### src/rtl/posit_extract_pkg.sv
// ============================================================================
// posit_defines : shared posit format helpers (field widths, format selector)
// Rev 1.0
// ============================================================================
`default_nettype none

package posit_defines;

  typedef enum logic [0:0] {
    NORMAL = 1'b0,
    AMULT  = 1'b1
  } posit_format_e;

  // AMULT keeps the hidden bit and widens the scale for a product
  function automatic int get_fraction_width(input int n, input int es, input posit_format_e fmt);
    return (fmt == NORMAL) ? (n - es - 3) : (n - es - 2);
  endfunction

  function automatic int get_scale_width(input int n, input int es, input posit_format_e fmt);
    return (fmt == NORMAL) ? ($clog2(n) + es + 1) : ($clog2(n) + es + 2);
  endfunction

endpackage

`default_nettype wire

### src/rtl/posit_extract_if.sv
// ============================================================================
// posit_extract_if : rts/rtr stream bus carrying packed posits in, decoded out
// Rev 1.0
// ============================================================================
`default_nettype none

interface posit_extract_if
  import posit_defines::*;
#(
  parameter int POSIT_WIDTH = 16,
  parameter int POSIT_ES    = 1
);
  localparam int FRAC_W  = get_fraction_width(POSIT_WIDTH, POSIT_ES, NORMAL);
  localparam int SCALE_W = get_scale_width(POSIT_WIDTH, POSIT_ES, NORMAL);

  logic                      rtr_o;
  logic                      rts_i;
  logic                      sow_i;
  logic                      eow_i;
  logic [POSIT_WIDTH-1:0]    posit_i;
  logic                      rtr_i;
  logic                      rts_o;
  logic                      sow_o;
  logic                      eow_o;
  logic [FRAC_W-1:0]         fraction_o;
  logic signed [SCALE_W-1:0] scale_o;
  logic                      NaR_o;
  logic                      zero_o;
  logic                      sign_o;

  modport slave (
    input  rts_i, sow_i, eow_i, posit_i, rtr_i,
    output rtr_o, rts_o, sow_o, eow_o, fraction_o, scale_o, NaR_o, zero_o, sign_o
  );

  modport master (
    output rts_i, sow_i, eow_i, posit_i, rtr_i,
    input  rtr_o, rts_o, sow_o, eow_o, fraction_o, scale_o, NaR_o, zero_o, sign_o
  );

endinterface

`default_nettype wire

### src/rtl/posit_extract_lzc.sv
// ============================================================================
// posit_lzc : number of leading bits of vec_i equal to ref_i (combinational)
// Rev 1.0
// ============================================================================
`default_nettype none

module posit_lzc #(
  parameter int WIDTH = 15,
  parameter int CNT_W = $clog2(WIDTH + 1)
) (
  input  logic [WIDTH-1:0] vec_i,
  input  logic             ref_i,
  output logic [CNT_W-1:0] count_o
);

  logic done;

  always_comb begin
    count_o = '0;
    done    = 1'b0;
    for (int i = WIDTH - 1; i >= 0; i--) begin
      if (!done) begin
        if (vec_i[i] == ref_i) count_o = count_o + 1'b1;
        else                   done    = 1'b1;
      end
    end
  end

endmodule

`default_nettype wire

### src/rtl/posit_extract.sv
// ============================================================================
// posit_extract : 2-stage posit decoder (sign/zero/NaR, then regime/exp/frac)
// Rev 1.0
// ============================================================================
`default_nettype none

module posit_extract
  import posit_defines::*;
#(
  parameter int POSIT_WIDTH = 16,
  parameter int POSIT_ES    = 1
) (
  input  logic                 clk,
  input  logic                 rst_n,
  posit_extract_if.slave       bus
);

  localparam int N       = POSIT_WIDTH;
  localparam int ES      = POSIT_ES;
  localparam int FRAC_W  = get_fraction_width(N, ES, NORMAL);
  localparam int SCALE_W = get_scale_width(N, ES, NORMAL);
  localparam int RUN_W   = $clog2(N);
  localparam int EF_W    = N - 3;

  logic process_en, receive;
  logic rtr_q, rtr_d, latched_q, latched_d, latch_sow_q, latch_sow_d, latch_eow_q, latch_eow_d;
  logic [N-1:0] latch_posit_q, latch_posit_d, in_posit;
  logic in_sow, in_eow;

  logic s1_staged_q, s1_staged_d, s1_sign_q, s1_sign_d, s1_zero_q, s1_zero_d;
  logic s1_nar_q, s1_nar_d, s1_sow_q, s1_sow_d, s1_eow_q, s1_eow_d;
  logic [N-2:0] s1_body_q, s1_body_d;

  logic s2_staged_q, s2_staged_d, s2_sign_q, s2_sign_d, s2_zero_q, s2_zero_d;
  logic s2_nar_q, s2_nar_d, s2_sow_q, s2_sow_d, s2_eow_q, s2_eow_d;
  logic [FRAC_W-1:0]  s2_frac_q, s2_frac_d;
  logic [SCALE_W-1:0] s2_scale_q, s2_scale_d;

  logic               r0;
  logic [RUN_W-1:0]   run;
  logic [EF_W-1:0]    ef;
  logic [SCALE_W-1:0] run_ext, k_val, e_ext, scale_val;

  always_comb begin
    process_en    = bus.rtr_i | ~s2_staged_q;
    receive       = bus.rts_i & rtr_q;
    rtr_d         = process_en;
    latched_d     = latched_q;
    latch_posit_d = latch_posit_q;
    latch_sow_d   = latch_sow_q;
    latch_eow_d   = latch_eow_q;
    // A word accepted while stalled would otherwise be lost: park it here
    if (process_en) begin
      latched_d = 1'b0;
    end else if (receive) begin
      latched_d     = 1'b1;
      latch_posit_d = bus.posit_i;
      latch_sow_d   = bus.sow_i;
      latch_eow_d   = bus.eow_i;
    end
    in_posit = latched_q ? latch_posit_q : bus.posit_i;
    in_sow   = latched_q ? latch_sow_q   : bus.sow_i;
    in_eow   = latched_q ? latch_eow_q   : bus.eow_i;
  end

  always_comb begin
    s1_staged_d = s1_staged_q;
    s1_sign_d   = s1_sign_q;
    s1_zero_d   = s1_zero_q;
    s1_nar_d    = s1_nar_q;
    s1_body_d   = s1_body_q;
    s1_sow_d    = s1_sow_q;
    s1_eow_d    = s1_eow_q;
    if (process_en) begin
      s1_staged_d = receive | latched_q;
      if (receive | latched_q) begin
        s1_sign_d = in_posit[N-1];
        s1_zero_d = (in_posit == '0);
        s1_nar_d  = (in_posit == {1'b1, {(N-1){1'b0}}});
        s1_body_d = in_posit[N-1] ? (~in_posit[N-2:0] + 1'b1) : in_posit[N-2:0];
        s1_sow_d  = in_sow;
        s1_eow_d  = in_eow;
      end
    end
  end

  assign r0 = s1_body_q[N-2];

  posit_lzc #(
    .WIDTH (N - 1),
    .CNT_W (RUN_W)
  ) u_lzc (
    .vec_i   (s1_body_q),
    .ref_i   (r0),
    .count_o (run)
  );

  // Body bits below the shortest regime+terminator, shifted by the extra regime length
  assign ef        = s1_body_q[N-4:0] << (run - 1'b1);
  assign run_ext   = {{(SCALE_W-RUN_W){1'b0}}, run};
  assign k_val     = r0 ? (run_ext - 1'b1) : (~run_ext + 1'b1);
  assign scale_val = (k_val << ES) | e_ext;

  generate
    if (ES > 0) begin : g_exp
      assign e_ext = {{(SCALE_W-ES){1'b0}}, ef[EF_W-1 -: ES]};
    end else begin : g_no_exp
      assign e_ext = '0;
    end
  endgenerate

  always_comb begin
    s2_staged_d = s2_staged_q;
    s2_sign_d   = s2_sign_q;
    s2_zero_d   = s2_zero_q;
    s2_nar_d    = s2_nar_q;
    s2_frac_d   = s2_frac_q;
    s2_scale_d  = s2_scale_q;
    s2_sow_d    = s2_sow_q;
    s2_eow_d    = s2_eow_q;
    if (process_en) begin
      s2_staged_d = s1_staged_q;
      s2_sign_d   = s1_sign_q;
      s2_zero_d   = s1_zero_q;
      s2_nar_d    = s1_nar_q;
      s2_frac_d   = (s1_zero_q | s1_nar_q) ? '0 : ef[FRAC_W-1:0];
      s2_scale_d  = (s1_zero_q | s1_nar_q) ? '0 : scale_val;
      s2_sow_d    = s1_sow_q;
      s2_eow_d    = s1_eow_q;
    end
  end

  always_ff @(posedge clk or negedge rst_n) begin
    if (!rst_n) begin
      rtr_q <= 1'b0; latched_q <= 1'b0; latch_posit_q <= '0;
      latch_sow_q <= 1'b0; latch_eow_q <= 1'b0;
      s1_staged_q <= 1'b0; s1_sign_q <= 1'b0; s1_zero_q <= 1'b0; s1_nar_q <= 1'b0;
      s1_body_q <= '0; s1_sow_q <= 1'b0; s1_eow_q <= 1'b0;
      s2_staged_q <= 1'b0; s2_sign_q <= 1'b0; s2_zero_q <= 1'b0; s2_nar_q <= 1'b0;
      s2_frac_q <= '0; s2_scale_q <= '0; s2_sow_q <= 1'b0; s2_eow_q <= 1'b0;
    end else begin
      rtr_q <= rtr_d; latched_q <= latched_d; latch_posit_q <= latch_posit_d;
      latch_sow_q <= latch_sow_d; latch_eow_q <= latch_eow_d;
      s1_staged_q <= s1_staged_d; s1_sign_q <= s1_sign_d; s1_zero_q <= s1_zero_d; s1_nar_q <= s1_nar_d;
      s1_body_q <= s1_body_d; s1_sow_q <= s1_sow_d; s1_eow_q <= s1_eow_d;
      s2_staged_q <= s2_staged_d; s2_sign_q <= s2_sign_d; s2_zero_q <= s2_zero_d; s2_nar_q <= s2_nar_d;
      s2_frac_q <= s2_frac_d; s2_scale_q <= s2_scale_d; s2_sow_q <= s2_sow_d; s2_eow_q <= s2_eow_d;
    end
  end

  assign bus.rtr_o      = rtr_q;
  assign bus.rts_o      = s2_staged_q;
  assign bus.sow_o      = s2_sow_q;
  assign bus.eow_o      = s2_eow_q;
  assign bus.fraction_o = s2_frac_q;
  assign bus.scale_o    = s2_scale_q;
  assign bus.NaR_o      = s2_nar_q;
  assign bus.zero_o     = s2_zero_q;
  assign bus.sign_o     = s2_sign_q;

endmodule

`default_nettype wire
### src/flat_wrapper.sv
// flat-port wrapper written by rule: the top's interface ports become plain ports
module posit_extract_flat import posit_defines::*;
#(
  parameter int POSIT_WIDTH = 16,
  parameter int POSIT_ES    = 1
)
  (clk, rst_n, bus_rts_i, bus_sow_i, bus_eow_i, bus_posit_i, bus_rtr_i, bus_rtr_o, bus_rts_o, bus_sow_o, bus_eow_o, bus_fraction_o, bus_scale_o, bus_NaR_o, bus_zero_o, bus_sign_o);
  posit_extract_if #(.POSIT_WIDTH(POSIT_WIDTH), .POSIT_ES(POSIT_ES)) bus_i ();
  input  logic clk;
  input  logic rst_n;
  input wire logic [$bits(bus_i.rts_i)-1:0] bus_rts_i;
  input wire logic [$bits(bus_i.sow_i)-1:0] bus_sow_i;
  input wire logic [$bits(bus_i.eow_i)-1:0] bus_eow_i;
  input wire logic [$bits(bus_i.posit_i)-1:0] bus_posit_i;
  input wire logic [$bits(bus_i.rtr_i)-1:0] bus_rtr_i;
  output wire logic [$bits(bus_i.rtr_o)-1:0] bus_rtr_o;
  output wire logic [$bits(bus_i.rts_o)-1:0] bus_rts_o;
  output wire logic [$bits(bus_i.sow_o)-1:0] bus_sow_o;
  output wire logic [$bits(bus_i.eow_o)-1:0] bus_eow_o;
  output wire logic [$bits(bus_i.fraction_o)-1:0] bus_fraction_o;
  output wire logic [$bits(bus_i.scale_o)-1:0] bus_scale_o;
  output wire logic [$bits(bus_i.NaR_o)-1:0] bus_NaR_o;
  output wire logic [$bits(bus_i.zero_o)-1:0] bus_zero_o;
  output wire logic [$bits(bus_i.sign_o)-1:0] bus_sign_o;
  assign bus_i.rts_i = bus_rts_i;
  assign bus_i.sow_i = bus_sow_i;
  assign bus_i.eow_i = bus_eow_i;
  assign bus_i.posit_i = bus_posit_i;
  assign bus_i.rtr_i = bus_rtr_i;
  assign bus_rtr_o = bus_i.rtr_o;
  assign bus_rts_o = bus_i.rts_o;
  assign bus_sow_o = bus_i.sow_o;
  assign bus_eow_o = bus_i.eow_o;
  assign bus_fraction_o = bus_i.fraction_o;
  assign bus_scale_o = bus_i.scale_o;
  assign bus_NaR_o = bus_i.NaR_o;
  assign bus_zero_o = bus_i.zero_o;
  assign bus_sign_o = bus_i.sign_o;
  posit_extract #(.POSIT_WIDTH(POSIT_WIDTH), .POSIT_ES(POSIT_ES)) u_core (.clk(clk), .rst_n(rst_n), .bus(bus_i));
endmodule
### config.mk
export PLATFORM = sky130hd
export DESIGN_NAME = posit_extract_flat
export DESIGN_NICKNAME = d
export VERILOG_FILES = /design/src/rtl/posit_extract_pkg.sv /design/src/rtl/posit_extract_if.sv /design/src/rtl/posit_extract_lzc.sv /design/src/rtl/posit_extract.sv /design/src/flat_wrapper.sv
export SDC_FILE = /design/constraint.sdc
export NUM_CORES = 1
export LEC_CHECK = 0
export BUFFER_PORTS_ARGS = -buffer_cell sky130_fd_sc_hd__buf_4
export CAP_MARGIN = 20
export CELL_PAD_IN_SITES_DETAIL_PLACEMENT = 0
export CELL_PAD_IN_SITES_GLOBAL_PLACEMENT = 2
export CORE_MARGIN = 10
export CORE_UTILIZATION = 37
export DETAILED_ROUTE_END_ITERATION = 10
export PLACE_DENSITY = 0.91
export SYNTH_ARGS = -nofsm -noshare
export SYNTH_HDL_FRONTEND = slang
export SYNTH_SLANG_ARGS = --single-unit
### constraint.sdc
create_clock -name clk -period 8.8 [get_ports clk]
set_clock_uncertainty 0.1 [all_clocks]
set_input_delay 2.2 -clock clk [delete_from_list [all_inputs] [get_ports clk]]
set_output_delay 2.2 -clock clk [all_outputs]
set_load 0.1 [all_outputs]
# Word-level counts from Yosys, hierarchy flattened
# Cells that the tools add are included.
dict set report classes {
  addsub 17
  eq_ne 15
  n_shift 1
  mux 60
  n_bitwise 9
  reduce_logical 4
}
# cell count
set ops {}
lappend ops {{$mux W4} 26}
lappend ops {{$add A4 B1 Y4 const B} 13}
lappend ops {{$mux W1} 28}
lappend ops {{$eq A16 B16 Y1 const B} 1}
lappend ops {{$logic_not A16 Y1} 1}
lappend ops {{$mux W16} 1}
lappend ops {{$add A15 B1 Y15 const B} 1}
lappend ops {{$mux W15} 1}
lappend ops {{$not A15 Y15} 1}
lappend ops {{$eq A1 B1 Y1} 14}
lappend ops {{$shl A13 B4 Y13} 1}
lappend ops {{$mux W12} 1}
lappend ops {{$mux W6} 1}
lappend ops {{$or A6 B1 Y6} 1}
lappend ops {{$add A5 B1 Y5 const B} 1}
lappend ops {{$mux W5} 1}
lappend ops {{$not A4 Y5} 1}
lappend ops {{$sub A4 B1 Y5 const B} 1}
lappend ops {{$reduce_and A2 Y1} 2}
lappend ops {{$sub A4 B1 Y4 const B} 1}
lappend ops {{$or A1 B1 Y1} 3}
lappend ops {{$mux W2} 1}
lappend ops {{$not A1 Y1} 2}
lappend ops {{$reduce_bool A2 Y1} 1}
lappend ops {{$and A1 B1 Y1} 1}
dict set report word_totals {
  ff_bits 65
  output_inout_bits 25
  word_cells 126
}

# Longest topological paths before layout
dict set report logic_depth {
  ltp_word 46
  ltp_mapped 38
  depth_no_buf 34
}

# Hierarchy
# From an unflattened synthesis, not the netlist that was laid out.
dict set report unflattened {
  hier_cells 570
  area_unflattened_um2 5191.2
}
# mod n_inst cells_per_inst area_each_um2
set modules_own_cells {}
lappend modules_own_cells {posit_extract 1 365 3798.6}
lappend modules_own_cells {posit_lzc 1 205 1392.6}

# Worst setup path after synthesis
# No wires, ideal clock.
dict set report synth_path {
  path_kind {reg-to-reg}
  startpoint {reg u_core.s1_body_q[14]}
  endpoint {reg u_core.s2_frac_q[8] (netlist: u_core.bus.fraction_o[8])}
  t_arrival_ns 7.733
  t_required_ns 8.574
  path_slack_ns 0.841
  stages_incl_launch_ff 36
  period_less_slack_ns 7.959
  cell_sequence {dfrtp_1 buf_6 or4_4 mux2_4 o32ai_1 ha_1 o21a_1 ha_1 inv_1 o21ai_0 ha_1 a21oi_1 or2_1 nand2_1 ha_1 o21a_1 ha_1 mux2i_1 a21boi_0 ha_1 nor2_1 o21ai_0 ha_1 a211oi_1 o21ai_0 ha_1 a221oi_1 a21oi_1 a211oi_1 o21a_1 ha_1 inv_1 xnor3_1 clkbuf_1 nor3_1 a221o_1}
}
dict set report synth_via {
  elab_chain_cells 44
  word_cells_on_any_way 81
  cone_classes {add/sub: 14; eq/ne: 14; shift: 1; mux: 52}
}
# element line
set synth_lines {}
lappend synth_lines {{start: declaration} posit_extract.sv:32} ;# logic [N-2:0] s1_body_q, s1_body_d;
lappend synth_lines {{start signal: assignment} posit_extract.sv:145} ;# s1_body_q <= s1_body_d; s1_sow_q <= s1_sow_d; s1_eow_q <= s1_eow_d;
lappend synth_lines {{$eq A1 B1 Y1} posit_extract_lzc.sv:23} ;# if (vec_i[i] == ref_i) count_o = count_o + 1'b1;
lappend synth_lines {{$mux W2} posit_extract_lzc.sv:23}
lappend synth_lines {{$add A4 B1 Y4} posit_extract_lzc.sv:23}
lappend synth_lines {{$mux W4} posit_extract_lzc.sv:23}
lappend synth_lines {{$mux W4} posit_extract_lzc.sv:22} ;# if (!done) begin
lappend synth_lines {{$add A4 B1 Y4} posit_extract_lzc.sv:23}
lappend synth_lines {{$mux W4} posit_extract_lzc.sv:23}
lappend synth_lines {{$mux W4} posit_extract_lzc.sv:22}
lappend synth_lines {{[... 28 more ...]} -}
lappend synth_lines {{$mux W4} posit_extract_lzc.sv:23}
lappend synth_lines {{$mux W4} posit_extract_lzc.sv:22}
lappend synth_lines {{$add A4 B1 Y4} posit_extract_lzc.sv:23}
lappend synth_lines {{$mux W4} posit_extract_lzc.sv:23}
lappend synth_lines {{$mux W4 *} posit_extract_lzc.sv:22}
lappend synth_lines {{$sub A4 B1 Y4 *} posit_extract.sv:99} ;# assign ef = s1_body_q[N-4:0] << (run - 1'b1);
lappend synth_lines {{$shl A13 B4 Y13 *} posit_extract.sv:99}
lappend synth_lines {{$mux W12 *} posit_extract.sv:126} ;# s2_frac_d = (s1_zero_q | s1_nar_q) ? '0 : ef[FRAC_W-1:0];
lappend synth_lines {{end signal: assignment} posit_extract.sv:147} ;# s2_frac_q <= s2_frac_d; s2_scale_q <= s2_scale_d; s2_sow_q <= s2_sow_d; s2_eow_q <= s2_eow_d;
lappend synth_lines {{end: declaration} posit_extract.sv:36} ;# logic [FRAC_W-1:0] s2_frac_q, s2_frac_d;
# Mark *: on every way between the ends. The rest lies on a longest branch, timed or not.
# A chain may end at the register's enable or synchronous reset.

# Worst setup path in the final report
dict set report layout_path {
  startpoint {reg u_core.s1_body_q[13]}
  endpoint {reg u_core.s2_frac_q[8] (netlist: u_core.bus.fraction_o[8])}
}
dict set report layout_via {
  elab_chain_cells 44
  word_cells_on_any_way 56
  cone_classes {add/sub: 14; eq/ne: 1; shift: 1; mux: 40}
}
# element line
set layout_lines {}
lappend layout_lines {{$eq A1 B1 Y1 *} posit_extract_lzc.sv:23}
lappend layout_lines {{$mux W2} posit_extract_lzc.sv:23}
lappend layout_lines {{$add A4 B1 Y4} posit_extract_lzc.sv:23}
lappend layout_lines {{$mux W4} posit_extract_lzc.sv:23}
lappend layout_lines {{$mux W4} posit_extract_lzc.sv:22}
lappend layout_lines {{$add A4 B1 Y4} posit_extract_lzc.sv:23}
lappend layout_lines {{$mux W4} posit_extract_lzc.sv:23}
lappend layout_lines {{$mux W4} posit_extract_lzc.sv:22}
lappend layout_lines {{[... 28 more ...]} -}
lappend layout_lines {{$mux W4} posit_extract_lzc.sv:23}
lappend layout_lines {{$mux W4} posit_extract_lzc.sv:22}
lappend layout_lines {{$add A4 B1 Y4} posit_extract_lzc.sv:23}
lappend layout_lines {{$mux W4} posit_extract_lzc.sv:23}
lappend layout_lines {{$mux W4 *} posit_extract_lzc.sv:22}
lappend layout_lines {{$sub A4 B1 Y4 *} posit_extract.sv:99}
lappend layout_lines {{$shl A13 B4 Y13 *} posit_extract.sv:99}
lappend layout_lines {{$mux W12 *} posit_extract.sv:126}
# Marked as above.

==> metrics.cfg <==
[outcome]
run_status=finished, final reports clean

[routing]
avgRoutedWirePerCell_um=15.0
drc_errors=0
initialDrtViolationCount=177
routed_wl_um=10700
detailedRoute.firstPassIterationCount=4
via_per_inst=5.23
drtAntennaViolNets=0
detailroute.via_count=3726

[grt]
grt_overflow_total=0
antenna_found_initial=0
maximum_number_of_pins_on_one_net_before_global_route_repair=66
globalRouteTotalUtil_pct=12.2
grt_pass1_wl_um=18200
number_of_global_route_vias_before_repair=3779

[clock_network]
numCtsBuffers=9
clock_path_buffers=2
cts_hold_buffers=0
clock_insertion_delay_worst_skew_ps=330
clk_pin_slew_worst_paths_ps=60
cts-root-buf=sky130_fd_sc_hd__clkbuf_16
cts_num_sinks=65
h_tree_depth=3
cts_setup_buffers=0
cts_tree=done

[sta]
tightest_slew_ps=849
timing.final.crit_period_ps=8160
maxSlewViolCount=0
final_number_of_setup_violating_endpoints=0
max_freq_mhz=123
finalHoldViolations=0
period_share_pct=92.7
summed_negative_setup_slack_over_all_endpoints_ps=0
grt_setup_unrepaired=no
timing.max_slew.rel_slack_pct=43.3

[hold_path]
min_path_type=reg2reg

[placed_design]
globalplace.congestion=0.859
detailed_place_hpwl_um=8140
port-buffer-count=46
post_dp_cell_area_um2=5080

[setup_path]
worst_path_dominant_cell_family=adder cells
critical_path_arrival_ps=8270
cpMostUsedCell=sky130_fd_sc_hd__ha_1
cp-start-kind=flip-flop
cpPeakStageDelay_ps=560
critPathCaptureType=flip-flop
critPathMaxFanout=10
cpMaxStageDelayCell=sky130_fd_sc_hd__or4_4
rrSetupSlack_ps=640
worstPathBufferInverterCount=3
timing.setup.critical_path_class=reg2reg
worstPathRequired_ps=8910

[floorplanning]
core_area_um2=12200
core.rowCount=40
fp.dieArea_um2=17400
initial_core_util_pct=38.2
die_y_um=132
io_pins=47
die_width_um=132

[yosys]
yosysUniqueCellTypes=62
synthDominantAreaCellType=sky130_fd_sc_hd__dfrtp_1
synth_seq_area_share_pct=35.0
synth_simple_gate_area_share_pct=19.0
synthesis.area_um2=4640
synth-seq-cells=65
combinational_family_with_the_most_area_after_synthesis=simple AND/OR/NAND/NOR gates
synthesis.area_per_instance_um2=9.06
yosysWarningCount=0
post_synth_xor_area_fraction_pct=5.31
synth-compound-area-share_pct=16.7
yosys.area_share.adder_pct=2.97
yosys-top-cells-area=sky130_fd_sc_hd__dfrtp_1 35%, sky130_fd_sc_hd__mux2i_1 10%, sky130_fd_sc_hd__nand2_1 5.9%
synth-edff-count=0
yosys.area.top_type_share_pct=35.0
synth-main-ff-cell=sky130_fd_sc_hd__dfrtp_1
syn-instance-count=512
synth.net_count=545
synth.area.mux_share_pct=16.6
asyncSetResetFlopFracSynth_pct=100

[final_layout]
mostFrequentLayoutCell=sky130_fd_sc_hd__nand2_1
layout_common_cells=73 x sky130_fd_sc_hd__nand2_1, 65 x sky130_fd_sc_hd__dfrtp_1, 50 x sky130_fd_sc_hd__buf_4
antenna_cells_inserted=0
final_util_pct=44.2
areaGrowthSynthToFinish_pct=16.0
finish.net_count=573
fin_area_um2=5380
share_of_final_layout_standard_cells_stronger_than_drive_strength_1_pct=20.8

[job]
maximum_capacitance_violations=0

## state kept, by name, summed over array words and instances, names as in the netlist
register               flops
u_core.latch_posit_q      16
u_core.s1_body_q          15
u_core.bus.fraction_o     12
u_core.bus.scale_o         6
u_core.bus.NaR_o           1
u_core.bus.eow_o           1
u_core.bus.rtr_o           1
u_core.bus.rts_o           1
u_core.bus.sign_o          1
u_core.bus.sow_o           1
u_core.bus.zero_o          1
u_core.latch_eow_q         1
u_core.latch_sow_q         1
u_core.latched_q           1
u_core.s1_eow_q            1
u_core.s1_nar_q            1
u_core.s1_sign_q           1
u_core.s1_sow_q            1
u_core.s1_staged_q         1
u_core.s1_zero_q           1
## repair_timing
item	4_1_cts	5_1_grt
endpoints found under the hold margin	0	0
endpoints found under the setup margin	0	13
gates resized for setup	0	9
## per-layer routing
layer	track usage, %	part of all wire [%]	up-vias
met5	0	0	-
met4	3.21	1.2	0
met3	3.51	5.2	10
met2	19.1	45	72
met1	16.1	48	1750
li1	-	-	1894
## layout make-up
| class | instances | area [µm²] |
|---|---|---|
| Fill cell | 1192 | 6780 |
| Multi-Input combinational cell | 400 | 2850 |
| Sequential cell | 65 | 1630 |
| Timing Repair Buffer | 51 | 387 |
| Clock buffer | 10 | 229 |
| Tap cell | 168 | 210 |
| Inverter | 13 | 48.8 |
| Clock inverter | 5 | 32.5 |
## through the flow
step | setup slack (ps) | hold WS [ps] | cells
6_report | 640 | 362 | 712
3_3_place_gp | 546 | 348 | 697
4_1_cts | 183 | 365 | 712
2_1_floorplan | 841 | 335 | 512
3_5_place_dp | 237 | 350 | 697
5_1_grt | 16.6 | 368 | 712
## path summary, 6_finish.rpt
kind,from,endpoint,cells after the start
setup / recovery,u_core.s1_body_q[13],u_core.bus.fraction_o[8],35
hold / removal,u_core.s1_staged_q,u_core.bus.rts_o,1
setup reg to reg,u_core.s1_body_q[13],u_core.bus.fraction_o[8],35
hold reg to reg,u_core.s1_staged_q,u_core.bus.rts_o,1
max in group asynchronous,rst_n,u_core.s1_sow_q,1
min in group asynchronous,rst_n,u_core.bus.fraction_o[1],1
## cell families after synthesis
kind of cell,count (synthesis)
xor+xnor,25
buf+inv,47
flops,65
simple gates,178
fa+ha+maj,11
compound gates,113
mux,73
## synth_stat cells (3+ instances only)
master	number
sky130_fd_sc_hd__and2_1	4
sky130_fd_sc_hd__xnor2_1	13
sky130_fd_sc_hd__nor2b_1	7
sky130_fd_sc_hd__o21ai_0	40
sky130_fd_sc_hd__a21oi_1	16
sky130_fd_sc_hd__a211oi_1	4
sky130_fd_sc_hd__ha_1	11
sky130_fd_sc_hd__o31ai_1	7
sky130_fd_sc_hd__nor4_1	5
sky130_fd_sc_hd__a21o_1	5
sky130_fd_sc_hd__nor3_1	15
sky130_fd_sc_hd__buf_1	4
sky130_fd_sc_hd__mux2i_1	47
sky130_fd_sc_hd__clkbuf_1	24
sky130_fd_sc_hd__nor3_2	3
sky130_fd_sc_hd__and3_1	6
sky130_fd_sc_hd__or3_1	5
sky130_fd_sc_hd__a22o_1	4
sky130_fd_sc_hd__nand3_1	8
sky130_fd_sc_hd__o21a_1	4
sky130_fd_sc_hd__inv_1	12
sky130_fd_sc_hd__a31o_2	3
sky130_fd_sc_hd__nor3b_1	4
sky130_fd_sc_hd__xor2_1	10
sky130_fd_sc_hd__nand4_1	6
sky130_fd_sc_hd__nand2_1	73
sky130_fd_sc_hd__buf_6	3
sky130_fd_sc_hd__nor2_1	22
sky130_fd_sc_hd__nand2b_1	8
sky130_fd_sc_hd__mux2_2	24
sky130_fd_sc_hd__o211ai_1	8
sky130_fd_sc_hd__dfrtp_1	65
Power is not shown: default switching activity piles up to over one toggle a cycle in this logic, so the estimate is an artifact.
